--- src/rtl/mem_arbiter_pkg.sv ---
// Shared definitions for the fetch/data memory arbiter.
// Holds the FSM state encoding and default bus widths.
package mem_arbiter_pkg;

   localparam int AW_DEF      = 16;
   localparam int DW_DEF      = 17;
   localparam int TIMEOUT_DEF = 15;

   typedef enum logic [1:0] {
      IDLE = 2'd0,
      IACC = 2'd1,
      DACC = 2'd2
   } arb_state_e;

endpackage

--- src/rtl/mem_arbiter_if.sv ---
// Arbiter bus bundle: fetch port, data port, memory port.
// slave = arbiter view, master = core/memory view.
interface mem_arbiter_if #(
   parameter int AW = 16,
   parameter int DW = 17
);
   logic          ireq;
   logic [AW-1:0] iaddr;
   logic [DW-1:0] irdata;
   logic          iready;
   logic          istall;

   logic          dread;
   logic          dwrite;
   logic [AW-1:0] daddr;
   logic [15:0]   dwdata;
   logic [15:0]   drdata;
   logic          dready;
   logic          dstall;

   logic [AW-1:0] maddr;
   logic [DW-1:0] mwdata;
   logic          mreq;
   logic          mwe;
   logic          mack;
   logic [DW-1:0] mrdata;
   logic          merror;

   modport slave (
      input  ireq, iaddr,
      input  dread, dwrite, daddr, dwdata,
      input  mack, mrdata,
      output irdata, iready, istall,
      output drdata, dready, dstall,
      output maddr, mwdata, mreq, mwe,
      output merror
   );

   modport master (
      output ireq, iaddr,
      output dread, dwrite, daddr, dwdata,
      output mack, mrdata,
      input  irdata, iready, istall,
      input  drdata, dready, dstall,
      input  maddr, mwdata, mreq, mwe,
      input  merror
   );
endinterface

--- src/rtl/mem_arbiter_timeout.sv ---
// arb_timeout: 8-bit access watchdog (clear, count, expire).
// Ports: clock, reset, clear_i, en_i, expired_o.
module arb_timeout #(
   parameter int LIMIT = 15
) (
   input  logic clock,
   input  logic reset,
   input  logic clear_i,
   input  logic en_i,
   output logic expired_o
);
   localparam logic [7:0] LIM = 8'(LIMIT);

   logic [7:0] cnt_q, cnt_d;

   assign expired_o = (cnt_q == LIM);

   // Saturate at the limit so an idle arbiter never wraps.
   always_comb begin
      cnt_d = cnt_q;
      if (clear_i)
         cnt_d = 8'd0;
      else if (en_i && !expired_o)
         cnt_d = cnt_q + 8'd1;
   end

   always_ff @(posedge clock or posedge reset) begin
      if (reset) cnt_q <= 8'd0;
      else       cnt_q <= cnt_d;
   end
endmodule

--- src/rtl/mem_arbiter.sv ---
// Fetch/data arbiter for a shared variable-latency memory.
// Ports: clock, reset, bus (fetch, data and memory sides).
module mem_arbiter
   import mem_arbiter_pkg::*;
#(
   parameter int AW      = AW_DEF,
   parameter int DW      = DW_DEF,
   parameter int TIMEOUT = TIMEOUT_DEF
) (
   input  logic          clock,
   input  logic          reset,
   mem_arbiter_if.slave  bus
);
   arb_state_e    state_q, state_d;

   logic [AW-1:0] addr_q, addr_d;
   logic [15:0]   wdata_q, wdata_d;
   logic          we_q, we_d;
   logic [DW-1:0] irdata_q, irdata_d;
   logic [15:0]   drdata_q, drdata_d;
   logic          iready_q, iready_d;
   logic          dready_q, dready_d;
   logic          merror_q, merror_d;

   logic          d_elig, i_elig;
   logic          grant_d, grant_i;
   logic          busy, done, tmo_exp;
   logic [DW-1:0] rdata;

   // A port is blind during its own ready pulse: the
   // request still high then belongs to the finished access.
   assign d_elig = (bus.dread | bus.dwrite) & ~dready_q;
   assign i_elig = bus.ireq & ~iready_q;

   assign busy  = (state_q != IDLE);
   assign done  = busy & (bus.mack | tmo_exp);
   // mack wins over an expiry in the same cycle.
   assign rdata = bus.mack ? bus.mrdata : '0;

   arb_timeout #(.LIMIT(TIMEOUT)) u_tmo (
      .clock     (clock),
      .reset     (reset),
      .clear_i   (grant_d | grant_i),
      .en_i      (busy),
      .expired_o (tmo_exp)
   );

   always_ff @(posedge clock or posedge reset) begin
      if (reset) state_q <= IDLE;
      else       state_q <= state_d;
   end

   always_comb begin
      state_d = state_q;
      grant_d = 1'b0;
      grant_i = 1'b0;
      unique case (state_q)
         IDLE: begin
            if (d_elig) begin
               state_d = DACC;
               grant_d = 1'b1;
            end else if (i_elig) begin
               state_d = IACC;
               grant_i = 1'b1;
            end
         end
         IACC, DACC: begin
            if (done) state_d = IDLE;
         end
         default: state_d = IDLE;
      endcase
   end

   // Strobes decode straight from state so reset drops them
   // asynchronously.
   always_comb begin
      bus.mreq = busy;
      bus.mwe  = (state_q == DACC) & we_q;
   end

   always_comb begin
      addr_d   = addr_q;
      wdata_d  = wdata_q;
      we_d     = we_q;
      irdata_d = irdata_q;
      drdata_d = drdata_q;
      merror_d = merror_q;
      iready_d = (state_q == IACC) & done;
      dready_d = (state_q == DACC) & done;
      if (grant_d) begin
         addr_d  = bus.daddr;
         wdata_d = bus.dwdata;
         we_d    = bus.dwrite;
      end
      if (grant_i) begin
         addr_d = bus.iaddr;
         we_d   = 1'b0;
      end
      if ((state_q == IACC) && done)
         irdata_d = rdata;
      if ((state_q == DACC) && done && !we_q)
         drdata_d = rdata[15:0];
      if (done && !bus.mack)
         merror_d = 1'b1;
   end

   always_ff @(posedge clock or posedge reset) begin
      if (reset) begin
         addr_q   <= '0;
         wdata_q  <= '0;
         we_q     <= 1'b0;
         irdata_q <= '0;
         drdata_q <= '0;
         iready_q <= 1'b0;
         dready_q <= 1'b0;
         merror_q <= 1'b0;
      end else begin
         addr_q   <= addr_d;
         wdata_q  <= wdata_d;
         we_q     <= we_d;
         irdata_q <= irdata_d;
         drdata_q <= drdata_d;
         iready_q <= iready_d;
         dready_q <= dready_d;
         merror_q <= merror_d;
      end
   end

   assign bus.maddr  = addr_q;
   assign bus.mwdata = {{(DW-16){1'b0}}, wdata_q};
   assign bus.irdata = irdata_q;
   assign bus.drdata = drdata_q;
   assign bus.iready = iready_q;
   assign bus.dready = dready_q;
   assign bus.merror = merror_q;
   assign bus.istall = bus.ireq & ~iready_q;
   assign bus.dstall = (bus.dread | bus.dwrite) & ~dready_q;
endmodule

--- src/flat_wrapper.sv ---
// flat-port wrapper written by rule: the top's interface ports become plain ports
module mem_arbiter_flat import mem_arbiter_pkg::*;
#(
   parameter int AW      = AW_DEF,
   parameter int DW      = DW_DEF,
   parameter int TIMEOUT = TIMEOUT_DEF
)
  (clock, reset, bus_ireq, bus_iaddr, bus_dread, bus_dwrite, bus_daddr, bus_dwdata, bus_mack, bus_mrdata, bus_irdata, bus_iready, bus_istall, bus_drdata, bus_dready, bus_dstall, bus_maddr, bus_mwdata, bus_mreq, bus_mwe, bus_merror);
  mem_arbiter_if #(.AW(AW), .DW(DW)) bus_i ();
  input  logic clock;
  input  logic reset;
  input wire logic [$bits(bus_i.ireq)-1:0] bus_ireq;
  input wire logic [$bits(bus_i.iaddr)-1:0] bus_iaddr;
  input wire logic [$bits(bus_i.dread)-1:0] bus_dread;
  input wire logic [$bits(bus_i.dwrite)-1:0] bus_dwrite;
  input wire logic [$bits(bus_i.daddr)-1:0] bus_daddr;
  input wire logic [$bits(bus_i.dwdata)-1:0] bus_dwdata;
  input wire logic [$bits(bus_i.mack)-1:0] bus_mack;
  input wire logic [$bits(bus_i.mrdata)-1:0] bus_mrdata;
  output wire logic [$bits(bus_i.irdata)-1:0] bus_irdata;
  output wire logic [$bits(bus_i.iready)-1:0] bus_iready;
  output wire logic [$bits(bus_i.istall)-1:0] bus_istall;
  output wire logic [$bits(bus_i.drdata)-1:0] bus_drdata;
  output wire logic [$bits(bus_i.dready)-1:0] bus_dready;
  output wire logic [$bits(bus_i.dstall)-1:0] bus_dstall;
  output wire logic [$bits(bus_i.maddr)-1:0] bus_maddr;
  output wire logic [$bits(bus_i.mwdata)-1:0] bus_mwdata;
  output wire logic [$bits(bus_i.mreq)-1:0] bus_mreq;
  output wire logic [$bits(bus_i.mwe)-1:0] bus_mwe;
  output wire logic [$bits(bus_i.merror)-1:0] bus_merror;
  assign bus_i.ireq = bus_ireq;
  assign bus_i.iaddr = bus_iaddr;
  assign bus_i.dread = bus_dread;
  assign bus_i.dwrite = bus_dwrite;
  assign bus_i.daddr = bus_daddr;
  assign bus_i.dwdata = bus_dwdata;
  assign bus_i.mack = bus_mack;
  assign bus_i.mrdata = bus_mrdata;
  assign bus_irdata = bus_i.irdata;
  assign bus_iready = bus_i.iready;
  assign bus_istall = bus_i.istall;
  assign bus_drdata = bus_i.drdata;
  assign bus_dready = bus_i.dready;
  assign bus_dstall = bus_i.dstall;
  assign bus_maddr = bus_i.maddr;
  assign bus_mwdata = bus_i.mwdata;
  assign bus_mreq = bus_i.mreq;
  assign bus_mwe = bus_i.mwe;
  assign bus_merror = bus_i.merror;
  mem_arbiter #(.AW(AW), .DW(DW), .TIMEOUT(TIMEOUT)) u_core (.clock(clock), .reset(reset), .bus(bus_i));
endmodule
--- config.mk ---
export PLATFORM = sky130hd
export DESIGN_NAME = mem_arbiter_flat
export DESIGN_NICKNAME = d
export VERILOG_FILES = /design/src/rtl/mem_arbiter_pkg.sv /design/src/rtl/mem_arbiter_if.sv /design/src/rtl/mem_arbiter_timeout.sv /design/src/rtl/mem_arbiter.sv /design/src/flat_wrapper.sv
export SDC_FILE = /design/constraint.sdc
export NUM_CORES = 1
export LEC_CHECK = 0
export ABC_CLOCK_PERIOD_IN_PS = 2400
export CAP_MARGIN = 20
export CORE_UTILIZATION = 38
export DETAILED_ROUTE_END_ITERATION = 8
export PLACE_DENSITY = 0.76
export SLEW_MARGIN = 5
export SYNTH_ARGS = -nofsm -noshare
export SYNTH_HDL_FRONTEND = slang
export SYNTH_SLANG_ARGS = --single-unit
--- constraint.sdc ---
create_clock -name clock -period 2.4 [get_ports clock]
set_input_delay 0.48 -clock clock [delete_from_list [all_inputs] [get_ports clock]]
set_output_delay 0.48 -clock clock [all_outputs]
set_load 0.005 [all_outputs]
==> results.json <==
{
  "track_usage_pct": 18.3,
  "cts_tree": "yes",
  "port_buffers": 142,
  "startpoint": "u_core.state_q[0]",
  "holdWs_ns": 0.468,
  "grt_start_max_net_pins": 40,
  "holdCritPathClass": "flop to flop",
  "cts_buffer_depth": 2,
  "ys_seq_area_share_pct": 59.5,
  "grt_pass1_vias": 2674,
  "antenna_left": 0,
  "fp.dieW_um": 95.5,
  "h-tree-depth": 3,
  "leakage_uw": 0.00208,
  "ir_worst_vdd_mv": 0.601,
  "antenna_found_initial": 0,
  "max-cap-violations": 0,
  "wirelength_mm": 8.19,
  "ios": 144,
  "cts_hold_buf": 0,
  "rsz0062_at_grt": "false",
  "layout_common_cells": "clkdlybuf4s50_1, dfrtp_1, a32o_1, nor2_1, a21oi_1",
  "fillCellCount": 683,
  "tightest_slew_ns": 0.590,
  "die_area_um2": 9120,
  "initial_core_util_pct": 39.8,
  "ys_ff_latch": 79,
  "netlist.area_leader.share_pct": 59.5,
  "cts_setup_buffers": 0,
  "dr.pass1.iters": 4,
  "root_buffer": "clkbuf_8",
  "final.period_utilization_pct": 92.5,
  "cp_cell_sequence": "inv_1, ha_1, inv_1, clkdlybuf4s50_1",
  "yosysTopAreaCell": "dfrtp_1",
  "synthTopCellsByArea": "dfrtp_1, a32o_1, mux2_2",
  "p_per_area_nw_per_um2": 1220,
  "first_iter_violations": 115,
  "worst_setup_path_end_kind": "output port",
  "grt_overflow": 0,
  "setup_viol": 0,
  "grt_first_pass_wirelength_mm": 12.9,
  "critPathLaunchType": "flop",
  "clock-sinks": 79,
  "dpl.hpwl_mm": 5.79,
  "synth_nets": 340,
  "final.min_clock_period_ns": 2.22,
  "finClkSkew_ns": 0.00925,
  "via_count": 2746,
  "outcome": "finished clean",
  "clk_latency_ns": 0.34,
  "die_y_um": 95.5,
  "r2r_end": "u_core.wdata_q[3]",
  "yosysWarnings": 0,
  "netlist_area_um2": 3320,
  "fmax_ghz": 0.450,
  "seqCellArea_um2": 1980,
  "core_area_um2": 8340,
  "cpPeakStageDelay_ns": 0.55,
  "worstRegToRegCells": 5,
  "slew_headroom_pct": 60.6,
  "place_congestion": 0.758,
  "crit_slowest_cell": "clkdlybuf4s50_1",
  "timing.rr.start": "u_core.state_q[0]",
  "area_growth_pct": 51.6,
  "crit_top_cell": "inv_1",
  "arrival_ns": 1.74,
  "critPathRequiredTime_ns": 1.92,
  "crit_end": "bus_mreq",
  "drt-wirelength-per-cell_um": 16.0,
  "reg2reg_setup_slack_ns": 0.56,
  "crit_path_max_fanout": 7,
  "numCtsBuffers": 9,
  "synthDistinctLibCells": 43,
  "diodes": 0,
  "critical_path_class": "flop to output port",
  "fin_nets": 480,
  "drv_slew": 0,
  "place_area_um2": 4830,
  "hold_violations": 0,
  "vias_per_cell": 5.35,
  "design_area_um2": 5030,
  "fp-row-count": 33,
  "drive_gt1_share_pct": 11.3,
  "post_cts_resized": 0,
  "clkTransAtPathRegs_ns": 0.07,
  "route.detailed.drc": 0,
  "layout_commonest_cell": "clkdlybuf4s50_1",
  "multiInputGateArea_um2": 1180,
  "synthCells": 265,
  "avgSynthCellArea_um2": 12.5,
  "finalSetupTns_ns": 0
}
[critical path, delay by kind of cell, from the launching register on]
kind / cells / cell delay [ns]
DFF: 1 / 0.36
adders and majority gates: 1 / 0.21
buffers and inverters: 3 / 0.83
[flip-flops by register name, summed over array words and instances, names as in the netlist]
register / flops
u_core.bus.irdata: 17
u_core.bus.drdata: 16
u_core.bus.maddr: 16
u_core.wdata_q: 16
u_core.u_tmo.cnt_q: 8
u_core.state_q: 2
u_core.bus.dready: 1
u_core.bus.iready: 1
u_core.bus.merror: 1
u_core.we_q: 1
[layout make-up]
| cell class | count | share of cell area [%] |
|---|---|---|
| sequential | 79 | 39.3 |
| timing repair buffer | 151 | 29.8 |
| multi-input combinational | 153 | 23.4 |
| tap | 105 | 2.61 |
| clock buffer | 10 | 2.54 |
| clock inverter | 4 | 1.44 |
| inverter | 11 | 0.895 |
[how the worst min path moves through the flow]
stage | from | to | slack [ns] | depth (start not counted)
after detailed placement | u_core.bus.merror | u_core.bus.merror | 0.45 | 2
after global placement | u_core.bus.merror | u_core.bus.merror | 0.45 | 2
after CTS | u_core.bus.merror | u_core.bus.merror | 0.47 | 2
final | u_core.bus.merror | u_core.bus.merror | 0.47 | 2
after global routing | reset | u_core.bus.irdata[4] | 0.49 | 2
after floorplan | u_core.bus.merror | u_core.bus.merror | 0.46 | 2
[report_power, final]
part,internal [uW],switching [uW]
logic,1730,1130
registers,1930,332
clock network,573,448
total,4240,1910
[routing by layer]
layer | track usage, % | share of wire (%) | vias to the layer above
li1 | - | - | 1271
met1 | 22.8 | 41 | 1359
met2 | 29.9 | 49 | 109
met3 | 5.98 | 8.8 | 7
met4 | 6.34 | 1.1 | 0
met5 | 0 | 0 | -
[kinds of logic after synthesis]
group / Yosys count / synth area share (%)
adder cells (fa/ha/maj): 4 / 1.51
other: 1 / 0.113
multiplexers: 16 / 5.43
buffers and inverters: 33 / 5.09
AO/OA/AOI/OAI: 90 / 21.0
AND/OR/NAND/NOR: 39 / 6.59
XOR/XNOR: 3 / 0.791
flip-flops: 79 / 59.5
[Yosys cell counts, drive strengths merged]
library cell,n
o221ai,1
and3,1
and2,1
dfrtp,79
a31oi,1
nor2b,1
a21o,1
mux2,16
nor4,1
a21oi,21
o21a,4
o32ai,1
o311ai,1
a41oi,1
xor2,1
a22o,1
buf,12
nand4,2
o21bai,1
conb,1
inv,11
ha,4
o31ai,1
a311oi,2
nand2b,4
a32o,34
o21ai,2
nor2,22
nand3,3
nor3b,1
o22ai,18
xnor2,2
clkbuf,10
nand2,3
[stage by stage]
stage	total power, uW	std cells	util, %	worst slack (ns)
global placement	5080	499	58.0	0.101
CTS	6210	513	60.4	0.158
global route	6580	513	60.4	0.0647
floorplan	3610	265	-	0.744
detailed placement	5170	499	58.0	0.0409
finish	6140	513	60.4	0.179
(Power assumes the default switching activity.)
